`config.mk`:
```
export PLATFORM = sky130hd
export DESIGN_NAME = multisim_apb_server_fsm
export DESIGN_NICKNAME = d
export VERILOG_FILES = /design/src/rtl/multisim_apb_server_fsm.sv
export SDC_FILE = /design/constraint.sdc
export NUM_CORES = 1
export LEC_CHECK = 0
export CAP_MARGIN = 30
export CORE_AREA = 2 2 86 88
export CTS_BUF_LIST = sky130_fd_sc_hd__clkbuf_8
export CTS_CLUSTER_SIZE = 14
export DETAILED_ROUTE_END_ITERATION = 12
export DIE_AREA = 0 0 88 90
export PLACE_DENSITY = 0.67
export SYNTH_ARGS = -nofsm -noshare
export SYNTH_HDL_FRONTEND = slang
export SYNTH_SLANG_ARGS = --single-unit
```
`constraint.sdc`:
```
create_clock -name clk -period 1.3 [get_ports clk]
set_input_delay 0.13 -clock clk [delete_from_list [all_inputs] [get_ports clk]]
set_output_delay 0.13 -clock clk [all_outputs]
set_load 0.005 [all_outputs]
```
`src/rtl/multisim_apb_server_fsm.sv`:
```
// APB subordinate transfer engine for the multisim co-simulation bridge.
// Each APB transfer pushes one request word to the transport and pulls one
// response word back. The response is returned on PREADY.
// Optional: define MULTISIM_APB_TIMEOUT_EN to end a stuck ACCESS phase with
// SLVERR after TIMEOUT_CYCLES cycles.
module multisim_apb_server_fsm #(
    parameter int REQ_WIDTH      = 72,
    parameter int RESP_WIDTH     = 33,
    parameter int TIMEOUT_CYCLES = 1024
) (
    input  logic                  clk,
    input  logic                  rst_n,
    input  logic [REQ_WIDTH-1:0]  i_apb_s_req,
    input  logic                  i_apb_s_psel,
    output logic [RESP_WIDTH-1:0] o_apb_s_resp,
    output logic                  o_apb_s_pready,
    output logic                  o_req_vld,
    input  logic                  i_req_rdy,
    output logic [REQ_WIDTH-1:0]  o_req_data,
    input  logic                  i_rsp_vld,
    output logic                  o_rsp_rdy,
    input  logic [RESP_WIDTH-1:0] i_rsp_data,
    output logic [1:0]            o_state
);

    typedef enum logic [1:0] {
        IDLE   = 2'd0,
        SETUP  = 2'd1,
        ACCESS = 2'd2
    } state_t;

    state_t state_q;
    state_t state_d;
    logic   req_sent_q;
    logic   req_sent_d;
    logic   rsp_take;
    logic   timeout_hit;

`ifdef MULTISIM_APB_TIMEOUT_EN
    logic [31:0] timeout_cnt_q;

    // ACCESS-phase watchdog: cleared on the way into ACCESS, counts stalled cycles
    always_ff @(posedge clk or negedge rst_n) begin
        if (!rst_n) begin
            timeout_cnt_q <= '0;
        end else if (state_q == SETUP) begin
            timeout_cnt_q <= '0;
        end else if ((state_q == ACCESS) && !o_apb_s_pready) begin
            timeout_cnt_q <= timeout_cnt_q + 32'd1;
        end
    end

    assign timeout_hit = (state_q == ACCESS) && (timeout_cnt_q == 32'(TIMEOUT_CYCLES));
`else
    logic unused_timeout_cycles;
    assign unused_timeout_cycles = ^TIMEOUT_CYCLES;
    assign timeout_hit           = 1'b0;
`endif

    // Push channel: request is offered from SETUP until the transport takes it
    assign o_req_data = i_apb_s_req;
    assign o_req_vld  = (state_q == SETUP) || ((state_q == ACCESS) && !req_sent_q);

    // Pull channel: a response is only taken once the request has gone out
    assign o_rsp_rdy      = (state_q == ACCESS) && req_sent_q;
    assign rsp_take       = o_rsp_rdy && i_rsp_vld;
    assign o_apb_s_pready = rsp_take || timeout_hit;
    assign o_state        = state_q;

    // Response mux: real response wins; watchdog expiry answers with SLVERR only
    always_comb begin
        o_apb_s_resp = '0;
        if (rsp_take) begin
            o_apb_s_resp = i_rsp_data;
        end else if (timeout_hit) begin
            o_apb_s_resp = RESP_WIDTH'(1);
        end
    end

    // Next-state and request-sent tracking
    always_comb begin
        state_d = state_q;
        case (state_q)
            IDLE:    if (i_apb_s_psel) state_d = SETUP;
            SETUP:   state_d = ACCESS;
            ACCESS:  if (o_apb_s_pready) state_d = IDLE;
            default: state_d = IDLE;
        endcase
        req_sent_d = req_sent_q || (o_req_vld && i_req_rdy);
        if (state_d == IDLE) begin
            req_sent_d = 1'b0;
        end
    end

    // State register; reset drops any transfer in flight without PREADY
    always_ff @(posedge clk or negedge rst_n) begin
        if (!rst_n) begin
            state_q    <= IDLE;
            req_sent_q <= 1'b0;
        end else begin
            state_q    <= state_d;
            req_sent_q <= req_sent_d;
        end
    end

endmodule

```
==> run metrics <==
Setup TNS=-9.03 ns; antenna violations before repair=0; worst r2r src=o_state[0]; number of synthesized flops with an enable pin=0; DRC=0; CP startpoint=o_state[0]; WL per Instance=13.4 um; DRT Pass-1 Iters=3; DP HPWL=2010 um; Avg Synthesized Cell Area=7.83 um^2; Synth top area share=56.1%; CTS Hold Bufs=0; CTS tree=done; top_reg_cell synth=dfrtp_1; final hold vios=0; Seq. cell area=75.1 um^2; YS warnings=0; Final GP Congestion=0.730; crit path kind=register to output port; Slew @ Worst Pin=0.305 ns; Setup crit end kind=output port; GRT Resource Usage Total=8.29%; total leakage power=0.730 nW; cell area after synthesis=963 um^2; layout overhead on the synthesized area=67.0%; Crit path arrival time=1.50 ns; Clock Skews=0.00424 ns; reg2reg path depth=5; Die H=90 um; Hold Path Class=primary input to asynchronous set/reset pin; Peak Freq=613 MHz; fillers=769; most frequent cell after synthesis=buf_4; CP Launch Type=register; max_cap viols=0; crit-path max FO=8; first-pass GRT wire length=4920 um; Via Count=825; Final #Nets=255; clk slew on worst S/H paths=0.03 ns; gr ovfl total=0; largest cells by area after synthesis=buf_4, and2_1, and2_2; critical path required time=1.17 ns; fin. max-slew vios=0; P per Cell Area=895 nW/um^2; failing checks=setup timing; total wire length=3250 um; Die ar.=7920 um^2; layout cells sized above 1=65.3%; fin crit share=125%; # clock sinks=3; Vias/cell=3.40; core area=7020 um^2; Max-slew headroom=79.5%; area of the multi-input gates=389 um^2; Routed Antenna Nets=0; Starting DRT DRC Count=11; H-tree levels=1; number of global-route vias before repair=936; post-synth top area cell=buf_4; distinct cell type count after synthesis=14; FP Rows=31; Initial Utilization=13.7%; pin count of the biggest net entering global routing=9; RSZ-0062 raised after global routing=true; Seq cells post-synth=3; Async SR Flop Fraction=100%; register area share after synthesis=7.79%; status=finished, violations left; Max clock buf depth=2; most frequent cells after synthesis=buf_4, and2_1, and2_2; Final Critical Period=1.63 ns; Num CTS Buffers=3; final core occ=22.9%; syn_nets=233; root buffer cell=clkbuf_8; input/output buffers=75; Gate Count Post-Synth=123; Top Ports=220; VDD IR max=0.266 mV; setup ws final=-0.330 ns; Ant. Diodes=0; die width=88 um; clock latency at the later pin of the worst-skew pair=0.21 ns; dpl ws=-0.542 ns; Final setup viols=36
cell type report:
type	count	area share (%)
Multi-Input combinational cell	45	24.2
Clock buffer	3	2.57
Sequential cell	3	4.67
Timing Repair Buffer	92	60.7
Tap cell	99	7.70
Clock inverter	1	0.233
placed cells by master (no fill, tap or decap):
cell	synthesis	layout
clkdlybuf4s50_1	0	37
buf_6	3	36
and2_4	0	32
buf_4	72	7
buf_2	0	4
buf_12	0	4
clkbuf_8	0	3
dfrtp_1	3	3
and2_1	21	2
dlygate4sd2_1	0	2
buf_8	0	2
or2b_4	0	1
or2b_1	1	1
o21ai_0	2	1
nor3b_1	1	1
and4b_4	1	1
o21ai_2	0	1
and3b_2	1	1
a21o_2	1	1
a211oi_1	2	1
nor2_1	1	1
a211oi_2	0	1
inv_1	0	1
routing by layer:
| layer | vias up | routed length, um | track usage (%) |
|---|---|---|---|
| met5 | - | 0 | 0 |
| met4 | 0 | 332 | 8.33 |
| met3 | 46 | 337 | 2.94 |
| met2 | 61 | 1590 | 12.5 |
| met1 | 368 | 992 | 8.47 |
| li1 | 350 | - | - |
worst paths after layout:
path / endpoint / slack [ns]
min in group clk: o_req_data[0] / 0.26
worst min register to register: o_state[0] / 0.71
worst min-delay path: o_state[1] / 0.10
max in group asynchronous: o_state[0] / 1.04
worst max register to register: req_sent_q / 0.07
worst max-delay path: o_apb_s_resp[8] / -0.33
critical path, cell delays in order (launching register included):
cell and delay (ns):
dfrtp_1 0.37, and4b_4 0.33, buf_6 0.12, buf_8 0.12, buf_12 0.11, and2_4 0.13, buf_6 0.09
registers in the layout, summed over array words and instances (netlist names):
register / count
o_state: 2
req_sent_q: 1
per-stage QoR:
| step | total power [W] | cells | hold WS [ns] | cell area (um^2) |
|---|---|---|---|---|
| floorplan | 0.000595 | 123 | -0.166 | 963 |
| global placement | 0.000867 | 226 | 0.260 | 1310 |
| detailed placement | 0.000870 | 226 | 0.260 | 1310 |
| CTS | 0.00149 | 246 | 0.102 | 1670 |
| global route | 0.00154 | 243 | 0.103 | 1610 |
| finish | 0.00144 | 243 | 0.104 | 1610 |
what timing repair did:
action,CTS,global route
gates cloned,5,0
buffers inserted,12,6
resized for setup,196,33
setup endpoints to repair,38,36
pin swaps,25,7
cell families (layout without fill, tap and decap cells):
family                 after synthesis  count (layout)  share of synthesized area, %
flip-flops                           3               3                          7.79
AND/OR/NAND/NOR                     40              40                          29.1
buffers and inverters               75              96                          59.6
AO/OA/AOI/OAI                        5               5                          3.51
where the power goes:
| part | leakage [nW] | switching, W | total [W] | internal (W) |
|---|---|---|---|---|
| logic | 0.665 | 0.000336 | 0.00102 | 0.000680 |
| registers | 0.0378 | 0.0000337 | 0.000167 | 0.000133 |
| clock network | 0.0269 | 0.0000558 | 0.000256 | 0.000200 |
(Power assumes the default switching activity.)
